File: src/rtl/dffx_pkg.sv
// Shared flip-flop-path package: common widths and the deserializer state type.
package dffx;

    localparam int unsigned dff_bits_count = 8;

    localparam int unsigned DESER_DEFAULT_BITS = dff_bits_count;

    typedef enum logic [0:0] {
        SHIFTING,
        WORD_HELD
    } deser_state_t;

endpackage

File: src/rtl/serial_deserializer_if.sv
// Serial input and parallel valid/ready output bundle of the deserializer.
interface serial_deserializer_if #(
    parameter int unsigned BITS_COUNT = dffx::DESER_DEFAULT_BITS
);
    logic                  sin;
    logic                  sin_valid;
    logic                  sin_ready;
    logic                  sync;
    logic [BITS_COUNT-1:0] pout;
    logic                  pout_valid;
    logic                  pout_ready;
    logic                  align_err;

    modport master (
        output sin, sin_valid, sync, pout_ready,
        input  sin_ready, pout, pout_valid, align_err
    );

    modport slave (
        input  sin, sin_valid, sync, pout_ready,
        output sin_ready, pout, pout_valid, align_err
    );
endinterface

File: src/rtl/word_hold_reg.sv
// One-entry valid/ready holding register; its state is exactly the output valid flag.
module word_hold_reg
    import dffx::*;
#(
    parameter int unsigned WIDTH = DESER_DEFAULT_BITS
) (
    input  logic             clk,
    input  logic             rst,
    input  logic             load,
    input  logic [WIDTH-1:0] load_data,
    input  logic             ready,
    output logic [WIDTH-1:0] data,
    output logic             valid
);

    deser_state_t     state_q, state_d;
    logic [WIDTH-1:0] data_q, data_d;

    // The producer never loads while held and not drained, so that case is absent.
    always_comb begin
        state_d = state_q;
        data_d  = data_q;
        unique case (state_q)
            SHIFTING: begin
                if (load) begin
                    state_d = WORD_HELD;
                    data_d  = load_data;
                end
            end
            WORD_HELD: begin
                if (ready) begin
                    if (load) begin
                        data_d = load_data;
                    end else begin
                        state_d = SHIFTING;
                    end
                end
            end
        endcase
    end

    always_ff @(posedge clk) begin
        if (rst) begin
            state_q <= SHIFTING;
            data_q  <= '0;
        end else begin
            state_q <= state_d;
            data_q  <= data_d;
        end
    end

    assign data  = data_q;
    assign valid = (state_q == WORD_HELD);

endmodule

File: src/rtl/serial_deserializer.sv
// Serial-in, parallel-out receiver with word-boundary sync and a one-entry output hold.
module serial_deserializer
    import dffx::*;
#(
    parameter int unsigned BITS_COUNT = DESER_DEFAULT_BITS,
    parameter bit          MSB_FIRST  = 1'b1
) (
    input logic                   clk,
    input logic                   rst,
    serial_deserializer_if.slave  bus
);

    localparam int unsigned CntW = $clog2(BITS_COUNT);
    localparam logic [CntW-1:0] LastCnt = CntW'(BITS_COUNT - 1);

    logic [BITS_COUNT-1:0] shift_q, shift_d;
    logic [BITS_COUNT-1:0] word;
    logic [BITS_COUNT-1:0] first_bit_word;
    logic [CntW-1:0]       cnt_q, cnt_d;
    logic                  align_err_q, align_err_d;
    logic                  accept;
    logic                  word_done;

    // Only the final bit of a word can stall: it needs a free holding slot.
    assign bus.sin_ready = !((cnt_q == LastCnt) && bus.pout_valid && !bus.pout_ready);
    assign accept        = bus.sin_valid && bus.sin_ready;
    assign word_done     = accept && !bus.sync && (cnt_q == LastCnt);

    assign word = MSB_FIRST ? {shift_q[BITS_COUNT-2:0], bus.sin}
                            : {bus.sin, shift_q[BITS_COUNT-1:1]};
    assign first_bit_word = MSB_FIRST ? {{(BITS_COUNT-1){1'b0}}, bus.sin}
                                      : {bus.sin, {(BITS_COUNT-1){1'b0}}};

    always_comb begin
        shift_d     = shift_q;
        cnt_d       = cnt_q;
        align_err_d = bus.sync && (cnt_q != '0);
        if (bus.sync) begin
            shift_d = '0;
            cnt_d   = '0;
            if (accept) begin
                shift_d = first_bit_word;
                cnt_d   = CntW'(1);
            end
        end else if (accept) begin
            shift_d = word;
            cnt_d   = (cnt_q == LastCnt) ? '0 : cnt_q + CntW'(1);
        end
    end

    always_ff @(posedge clk) begin
        if (rst) begin
            shift_q     <= '0;
            cnt_q       <= '0;
            align_err_q <= 1'b0;
        end else begin
            shift_q     <= shift_d;
            cnt_q       <= cnt_d;
            align_err_q <= align_err_d;
        end
    end

    assign bus.align_err = align_err_q;

    word_hold_reg #(
        .WIDTH (BITS_COUNT)
    ) u_hold (
        .clk       (clk),
        .rst       (rst),
        .load      (word_done),
        .load_data (word),
        .ready     (bus.pout_ready),
        .data      (bus.pout),
        .valid     (bus.pout_valid)
    );

endmodule

File: src/flat_wrapper.sv
// flat-port wrapper written by rule: the top's interface ports become plain ports
module serial_deserializer_flat import dffx::*;
#(
    parameter int unsigned BITS_COUNT = DESER_DEFAULT_BITS,
    parameter bit          MSB_FIRST  = 1'b1
)
  (clk, rst, bus_sin, bus_sin_valid, bus_sync, bus_pout_ready, bus_sin_ready, bus_pout, bus_pout_valid, bus_align_err);
  serial_deserializer_if #(.BITS_COUNT(BITS_COUNT)) bus_i ();
  input logic clk;
  input logic rst;
  input wire logic [$bits(bus_i.sin)-1:0] bus_sin;
  input wire logic [$bits(bus_i.sin_valid)-1:0] bus_sin_valid;
  input wire logic [$bits(bus_i.sync)-1:0] bus_sync;
  input wire logic [$bits(bus_i.pout_ready)-1:0] bus_pout_ready;
  output wire logic [$bits(bus_i.sin_ready)-1:0] bus_sin_ready;
  output wire logic [$bits(bus_i.pout)-1:0] bus_pout;
  output wire logic [$bits(bus_i.pout_valid)-1:0] bus_pout_valid;
  output wire logic [$bits(bus_i.align_err)-1:0] bus_align_err;
  assign bus_i.sin = bus_sin;
  assign bus_i.sin_valid = bus_sin_valid;
  assign bus_i.sync = bus_sync;
  assign bus_i.pout_ready = bus_pout_ready;
  assign bus_sin_ready = bus_i.sin_ready;
  assign bus_pout = bus_i.pout;
  assign bus_pout_valid = bus_i.pout_valid;
  assign bus_align_err = bus_i.align_err;
  serial_deserializer #(.BITS_COUNT(BITS_COUNT), .MSB_FIRST(MSB_FIRST)) u_core (.clk(clk), .rst(rst), .bus(bus_i));
endmodule
File: config.mk
export PLATFORM = sky130hd
export DESIGN_NAME = serial_deserializer_flat
export DESIGN_NICKNAME = d
export VERILOG_FILES = /design/src/rtl/dffx_pkg.sv /design/src/rtl/serial_deserializer_if.sv /design/src/rtl/word_hold_reg.sv /design/src/rtl/serial_deserializer.sv /design/src/flat_wrapper.sv
export SDC_FILE = /design/constraint.sdc
export NUM_CORES = 1
export LEC_CHECK = 0
export CORE_MARGIN = 5
export CORE_UTILIZATION = 50
export CTS_CLUSTER_DIAMETER = 40
export DETAILED_ROUTE_END_ITERATION = 12
export PLACE_DENSITY = 0.77
export SKIP_CTS_REPAIR_TIMING = 1
export SYNTH_ARGS = -nofsm -noshare
export SYNTH_HDL_FRONTEND = slang
export SYNTH_SLANG_ARGS = --single-unit
File: constraint.sdc
create_clock -name clk -period 2.25 [get_ports clk]
set_input_delay 0.45 -clock clk [delete_from_list [all_inputs] [get_ports clk]]
set_output_delay 0.45 -clock clk [all_outputs]
set_load 0.01 [all_outputs]
After elaboration in Yosys (flattened, before gate mapping)
Cells that the tools add are included.
- flip-flop bits (word level): 20
- input bits: 6
- logic and storage cells: 33
- add/subtract/negate cells: 1
- equal/unequal tests: 2
- muxes and demuxes: 13
- bitwise gates (word level): 1
- reductions and logical operators: 11
- operator list (cell ; number):
    $mux W8 ; 2
    $pmux W8 S2 ; 1
    $mux W7 ; 2
    $mux W3 ; 3
    $logic_and A1 B1 Y1 ; 6
    $mux W1 ; 4
    $add A3 B1 Y3 const B ; 1
    $eq A3 B3 Y1 const B ; 1
    $logic_not A1 Y1 ; 3
    $reduce_bool A3 Y1 ; 1
    $ne A2 B2 Y1 const B ; 1
    $pmux W1 S2 ; 1
    $reduce_bool A2 Y1 ; 1
    $not A1 Y1 ; 1

Logic depth before layout (Yosys ltp)
Gate-level depths: netlist (run 1).
- depth in word-level cells: 10
- mapped depth: 6
- mapped depth without buffers: 5

Hierarchy
Synthesis (run 1) repeated with hierarchy kept, for this count alone.
- cell total of the unflattened synthesis: 87
- area, all modules: 904.6 um2
- modules (own cells, without submodules) (module ; times used ; cells each ; area an instance (um2) ; seq. area each (um2)):
    serial_deserializer ; 1 ; 48 ; 498.0 ; 220.2
    word_hold_reg ; 1 ; 39 ; 406.6 ; 180.2

Worst setup path before layout (run 1)
No wires, ideal clock.
- path type: flip-flop to flip-flop
- from: register u_core.cnt_q[0]
- to: register u_core.cnt_q[0]
- setup time: 0.068 ns
- arrival time: 1.296 ns
- required time: 2.182 ns
- slack: 0.885 ns
- stages on the path, launching flop included: 6
- path through: dfxtp_1 -> ha_1 -> ha_1 -> nand3b_4 -> a2111oi_4 -> o21bai_2
- word-level cells in the longest chain between the ends: 7
- ends and longest elaborated chain (item ; line ; RTL):
    from (decl) ; serial_deserializer.sv:19 ; logic [CntW-1:0] cnt_q, cnt_d;
    from (signal assigned) ; serial_deserializer.sv:58 ; cnt_q <= cnt_d;
    $eq A3 B3 Y1 (*) ; serial_deserializer.sv:25 ; assign bus.sin_ready = !((cnt_q == LastCnt) && bus.pout_valid && !bus.pout_ready);
    $logic_and A1 B1 Y1 (*) (2 in series) ; serial_deserializer.sv:25 ;
    $logic_not A1 Y1 (*) ; serial_deserializer.sv:25 ;
    named net bus_sin_ready ; flat_wrapper.sv:15 ; output wire logic [$bits(bus_i.sin_ready)-1:0] bus_sin_ready;
    $logic_and A1 B1 Y1 (*) ; serial_deserializer.sv:26 ; assign accept = bus.sin_valid && bus.sin_ready;
    $mux W1 ; serial_deserializer.sv:41 ; if (accept) begin
    $mux W3 ; serial_deserializer.sv:38 ; if (bus.sync) begin
The timed path passes the listed nets; every way through them passes the cells marked *. The select of a mux whose other input is x is not followed.
A chain may end at the register's enable or synchronous reset.

Worst setup path in the final report (run 1)
- from: register u_core.cnt_q[0]
- to: output bus_sin_ready
- word-level cells in the longest chain between the ends: 4
- ends and longest elaborated chain (item ; line):
    $eq A3 B3 Y1 ; serial_deserializer.sv:25
    $logic_and A1 B1 Y1 (2 in series) ; serial_deserializer.sv:25
    $logic_not A1 Y1 ; serial_deserializer.sv:25
    to (decl) ; flat_wrapper.sv:15
No other way between the ends.

==> run summary, run 1 <==
Status: finished clean
Final weighted congestion in routability-driven placement: 0.6802
Synthesis Warnings: 0
Non-Filler Instances: 129
Filler cell count in the final layout: 156
Summed negative setup slack over all endpoints: 0 ps
Aggregate global-route resource usage: 13.39%
Leakage: 0.4388 nW
Number of antenna violations at the first check in global routing: 0
Final worst path period share: 81.84%
Clock buffers created by TritonCTS: 3
# Max-Cap Violations: 0
Clock input transition at the sequential cells of the worst setup and hold paths: 110 ps
Clock network latency to the later pin of the worst-skew pair: 300 ps
Biggest area contributors in the synthesized netlist: dfxtp_1, mux2i_1, nand2b_1
Minimum clock period: 1841 ps
Synth cell types: 20
EDFF count, synth: 0
Htree depth: 1
Estimated wirelength of the detail-placed design: 1126 um
Transition at the pin with the smallest max-transition slack: 666.4 ps
Worst hold slack across all endpoints: 474.3 ps
Maximum buffer depth of the clock tree: 2
Startpoint kind of the worst setup timing path: flip-flop
Number of iterations in the first detailed-routing pass: 2
Post-Synthesis Net Count: 95
Core region area: 1727 um2
Number of global-route vias before repair: 618
Final Hold Viols: 0
Final Max Slew Viols: 0
Global-route wire length before repair: 2649 um
Power density relative to cell area: 540.1 nW/um2
Cell with the most instances after synthesis: dfxtp_1
Post-synth ARST share: 0%
Number of diodes added for antenna fixing: 0
Sinks on Clock Net: 20
Post-placement cell count: 125
Worst Path Arrival: 1390 ps
Highest fanout seen on the critical path: 3
Post-synthesis cell type with the largest combined area: dfxtp_1
Post-route DRC: 0
Data required time at the worst endpoint: 1800 ps
Number of synthesized register bits: 20
Count of routing violations after the opening detailed-route iteration: 4
Worst rel slew slack: 55.41%
Avg Inst Size Synth: 10.55 um2
Post-synthesis cell count: 86
Kind of end point of the critical path: output port
Height of the die: 52.60 um
Cell area after technology mapping: 907.1 um2
Unrepaired setup endpoints after global routing: no
Die W: 52.60 um
Num ports: 17
Pin count of the biggest net entering global routing: 21
Sequential cell area fraction in the yosys report: 44.14%
TritonCTS clock tree: yes
Die Footprint: 2766 um2
Pre-CTS setup slack: 165.6 ps
Fraction of layout instances using a drive strength above 1: 10.58%
Final wirelength: 1499 um
FP Rows: 15
Most numerous cell types in the synthesized netlist: dfxtp_1, mux2i_1, nand2b_1, nand2_1, ha_1
Cell chosen for the clock root: clkbuf_4
Final global-route overflow total: 0
Port-buffer cells: 16
Final setup fails: 0
Post-route ant nets: 0
Path type of the worst setup path: reg2out
Layout Area Growth over Synthesis: 24.41%
Fin worst setup slack: 408.5 ps
Post-Route Skew: 7.310 ps
Yosys top cell area share: 44.14%
Max VDD drop: 0.3624 mV
Overall via count from detail_route: 615
Per-cell via count in the routed design: 4.767
Max Freq: 0.5430 GHz
Wire per inst: 11.62 um
Initial standard-cell utilization of the core: 52.54%
Most used flip-flop cell after synthesis: dfxtp_1
Count of nets after finishing: 114
Type of the worst min-delay path: reg2reg
[registers in the layout, summed over array words and instances (netlist names)]
register              count
u_core.bus.align_err      1
u_core.shift_q            7
u_core.u_hold.data        8
u_core.u_hold.valid       1
u_core.cnt_q              3
[through the flow]
stage	utilization (%)	area, um2	power [mW]
global placement	63.12	1090	0.4140
CTS	65.22	1126	0.6215
global route	65.36	1129	0.6427
floorplan	-	907.1	0.3966
detailed placement	63.12	1090	0.4147
finish	65.36	1129	0.6095
[cells in the final DEF (no fill, tap or decap)]
cell,count
nor2b_2,1
inv_1,2
buf_4,2
nand3b_1,1
o21bai_1,1
a2111oi_4,1
clkdlybuf4s50_1,15
nand3b_4,1
o21bai_2,1
dfxtp_1,20
nand2_1,11
clkbuf_4,3
nor2b_1,1
clkbuf_8,1
dlymetal6s2s_1,1
nor3b_1,1
a21oi_1,1
nor2_1,2
mux2i_1,17
nand2_4,1
ha_1,3
nand2b_1,17
[layout make-up]
cell class              instances  area, um2  area share, %
well taps                      25      31.28          2.772
inverters                       2      7.507         0.6652
flip-flops and latches         20      400.4          35.48
clock buffers                   4      36.28          3.215
multi-input cells              60      475.5          42.13
repair buffers                 18      177.7          15.74
[logic make-up (layout without fill, tap and decap cells)]
family / after synthesis / count (layout) / share of synthesized area (%)
AND/OR/NAND/NOR: 36 / 36 / 23.86
flip-flops: 20 / 20 / 44.14
buffers and inverters: 6 / 24 / 3.448
AO/OA/AOI/OAI: 4 / 4 / 5.655
multiplexers: 17 / 17 / 18.76
adder cells (fa/ha/maj): 3 / 3 / 4.138
[worst paths after layout]
| kind | start | to | slack [ps] | depth (start not counted) |
|---|---|---|---|---|
| hold / removal | u_core.shift_q[4] | u_core.u_hold.data[5] | 470 | 2 |
| setup reg to reg | u_core.cnt_q[0] | u_core.u_hold.data[4] | 760 | 6 |
| setup / recovery | u_core.cnt_q[0] | bus_sin_ready | 410 | 4 |
| hold reg to reg | u_core.shift_q[4] | u_core.u_hold.data[5] | 470 | 2 |
[metal layers]
| layer | global-route usage [%] | vias up | part of all wire, % |
|---|---|---|---|
| met1 | 15.63 | 280 | 49 |
| met4 | 7.660 | 0 | 1.6 |
| li1 | - | 323 | - |
| met3 | 3.419 | 2 | 3.7 |
| met2 | 21.90 | 10 | 46 |
| met5 | 0 | - | 0 |
[report_power, final]
group	internal, mW	switching (mW)
clock	0.0987	0.104
combinational	0.0247	0.0217
sequential	0.358	0.00243
total	0.481	0.129
[worst max-delay path, cell delays in order (launching register included)]
cell and delay, ps:
dfxtp_1 380, ha_1 160, ha_1 240, nand3b_4 130, dlymetal6s2s_1 190
Power figures use the tool's default switching activity.
==> run 2: changes to the inputs <==
CORE_UTILIZATION = 49   (was 50)
PLACE_DENSITY = 0.76   (was 0.77)
clock period = 1.9 ns   (was 2.25 ns; I/O delays follow)
==> run 2 against run 1 <==
  * Die area up 1.6%
  * Wire length shrank 2.5%
  * Sequential power is 18% higher
  * Clock-buffer cell count unchanged
  * Clock power increased by 23%
  * Flip-flop and latch count stayed put
  * Design area is 2.7% higher
  * Sequential share of layout area is 0.92 points lower
  * Largest power group unchanged
==> run summary, run 2 (same netlist as run 1, synthesis figures left out) <==
Final wirelength: 1461 um (-2.5%)
Height of the die: 53.03 um (+0.82%)
Minimum setup slack among reg-to-reg paths: 350 ps (-410 ps)
Worst hold path startpoint: u_core.u_hold.data[6]
Post-route core utilization: 66.38% (+1.0 points)
# Max-Cap Violations: 0 (unchanged)
Initial standard-cell utilization of the core: 51.97% (-0.56 points)
Unrepaired setup endpoints after global routing: no
Die W: 53.03 um (+0.82%)
Clock network latency to the later pin of the worst-skew pair: 300 ps (about the same)
Post-route standard cell area excluding fillers: 1159 um2 (+2.7%)
Layout Area Growth over Synthesis: 27.72%
Transition at the pin with the smallest max-transition slack: 377.4 ps (-289.0 ps)
Clock input transition at the sequential cells of the worst setup and hold paths: 110 ps (about the same)
Minimum clock period: 1714 ps
Die Footprint: 2812 um2 (+1.6%)
Worst r2r path cells: 6 (unchanged)
Worst Path Arrival: 1330 ps (-60 ps)
Port-buffer cells: 16 (unchanged)
Max reg flops: 8 (unchanged)
Net load switching power: 0.1614 mW (+26%)
Maximum buffer depth of the clock tree: 2 (unchanged)
Leading cell type in the layout, fill and taps excluded: dfxtp_1
Combinational group share of total power: 8.1% (+0.5 points)
Worst rel slew slack: 74.76% (+19 points)
Number of antenna violations at the first check in global routing: 0 (unchanged)
Power density relative to cell area: 634.5 nW/um2 (+17%)
Global-route wire length before repair: 2670 um (+0.79%)
Estimated wirelength of the detail-placed design: 1135 um (+0.80%)
Fin worst setup slack: 186.4 ps (-222.1 ps)
Sum of internal, switching and leakage power: 0.7351 mW (+21%)
Aggregate global-route resource usage: 13.05% (-0.34 points)
Sinks on Clock Net: 20 (unchanged)
Status: finished clean
Final global-route overflow total: 0 (unchanged)
Register share of total power: 58.0% (-1.1 points)
Wire per inst: 10.98 um (-5.5%)
Number of global-route vias before repair: 610 (-1.3%)
Path type of the worst setup path: reg2out
TritonCTS clock tree: yes
Cell chosen for the clock root: clkbuf_4
Pre-CTS setup slack: -1.205 ps (-166.8 ps)
Per-cell via count in the routed design: 4.737 (-0.64%)
Max VDD drop: 0.4308 mV (+19%)
List of cells traversed by the critical path: ha_1 > ha_1 > nand3b_4 > dlymetal6s2s_1
Worst path max stage delay: 340 ps (-40 ps)
Startpoint kind of the worst setup timing path: flip-flop
Share of power burned in the clock network: 34.0% (+0.7 points)
Post-route ant nets: 0 (unchanged)
Final Max Slew Viols: 0 (unchanged)
Final weighted congestion in routability-driven placement: 0.7424 (+9.1%)
Fraction of layout instances using a drive strength above 1: 13.89% (+3.3 points)
Non-Filler Instances: 133 (+3.1%)
Type of the worst min-delay path: reg2reg
Worst setup path endpoint: bus_sin_ready
Number of diodes added for antenna fixing: 0 (unchanged)
Cell type with the highest occurrence count on the critical path: ha_1
Crit path buf inv count: 1 (unchanged)
Overall via count from detail_route: 630 (+2.4%)
Top library cells by usage in the layout, fill and taps aside: dfxtp_1, mux2i_1, nand2b_1
Core region area: 1745 um2 (+1.1%)
Htree depth: 1 (unchanged)
Post-route DRC: 0 (unchanged)
Slowest CP cell: dfxtp_1
Placed cell area: 1120 um2 (+2.8%)
Final Hold Viols: 0 (unchanged)
Endpoint of the worst register-to-register path: u_core.cnt_q[0]
Summed negative setup slack over all endpoints: 0 ps (unchanged)
Sw frac: 21.95% (+0.86 points)
Critical path startpoint: u_core.cnt_q[0]
Clock buffers created by TritonCTS: 3 (unchanged)
FP Rows: 15 (unchanged)
Post-placement cell count: 129 (+3.2%)
Post-Route Skew: 0.9582 ps (-6.351 ps)
Highest fanout seen on the critical path: 3 (unchanged)
Data required time at the worst endpoint: 1520 ps (-280 ps)
Number of iterations in the first detailed-routing pass: 2 (unchanged)
Max Freq: 0.5836 GHz
Count of routing violations after the opening detailed-route iteration: 6 (+2)
Pin count of the biggest net entering global routing: 14 (-33%)
Startpoint of the worst-slack reg-to-reg timing path: u_core.cnt_q[0]
Kind of cell adding the most delay to the critical path: adder cells
Leakage: 0.4577 nW (+4.3%)
Final worst path period share: 90.19%
Critical path depth: 4 (unchanged)
Internal power: 0.5738 mW (+19%)
Worst hold slack across all endpoints: 474.2 ps (-0.08100 ps)
Kind of end point of the critical path: output port
Num ports: 17 (unchanged)
Count of nets after finishing: 118 (+3.5%)
Final setup fails: 0 (unchanged)
[run 2: cell count changes in the layout (fill, tap and decap cells not counted), sizes merged]
cell | previous run | this run
buf | 2 | 6
[run 2: how the worst min path moves through the flow]
| stage | endpoint | slack (ps) | cells after the start |
|---|---|---|---|
| final | u_core.u_hold.data[6] | 470 | 2 |
| after global routing | u_core.u_hold.data[6] | 500 | 2 |
| after CTS | u_core.u_hold.data[6] | 480 | 2 |
| after detailed placement | u_core.u_hold.data[6] | 470 | 2 |
| after global placement | u_core.shift_q[6] | 450 | 2 |
| after floorplan | u_core.shift_q[6] | 440 | 2 |
[run 2: per-layer routing]
| layer | global-route usage (%) | share of wire (%) | vias to the layer above |
|---|---|---|---|
| li1 | - | - | 327 |
| met1 | 16.24 | 46 | 290 |
| met2 | 20.66 | 49 | 9 |
| met3 | 2.535 | 3.4 | 4 |
| met4 | 7.660 | 1.5 | 0 |
| met5 | 0 | 0 | - |
[run 2: power by group through the flow]
stage	Combinational, mW	Sequential [mW]	Clock, mW
floorplan	0.0342	0.436	0
global placement	0.0592	0.436	0
detailed placement	0.0599	0.436	0
CTS	0.0602	0.426	0.260
global route	0.0655	0.427	0.280
finish	0.0593	0.426	0.250
[run 2: final cells by class]
type	instances	area (um2)
tap	25	31.28
timing repair buffer	22	207.7
fill	148	586.8
multi-input combinational	60	475.5
inverter	2	7.507
clock buffer	4	36.28
sequential	20	400.4
[run 2: worst register-to-register path: stages (launching register included)]
cell	delay, ps
dfxtp_1	370
ha_1	150
ha_1	240
nand3b_4	90
buf_4	160
a2111oi_4	320
o21bai_2	160
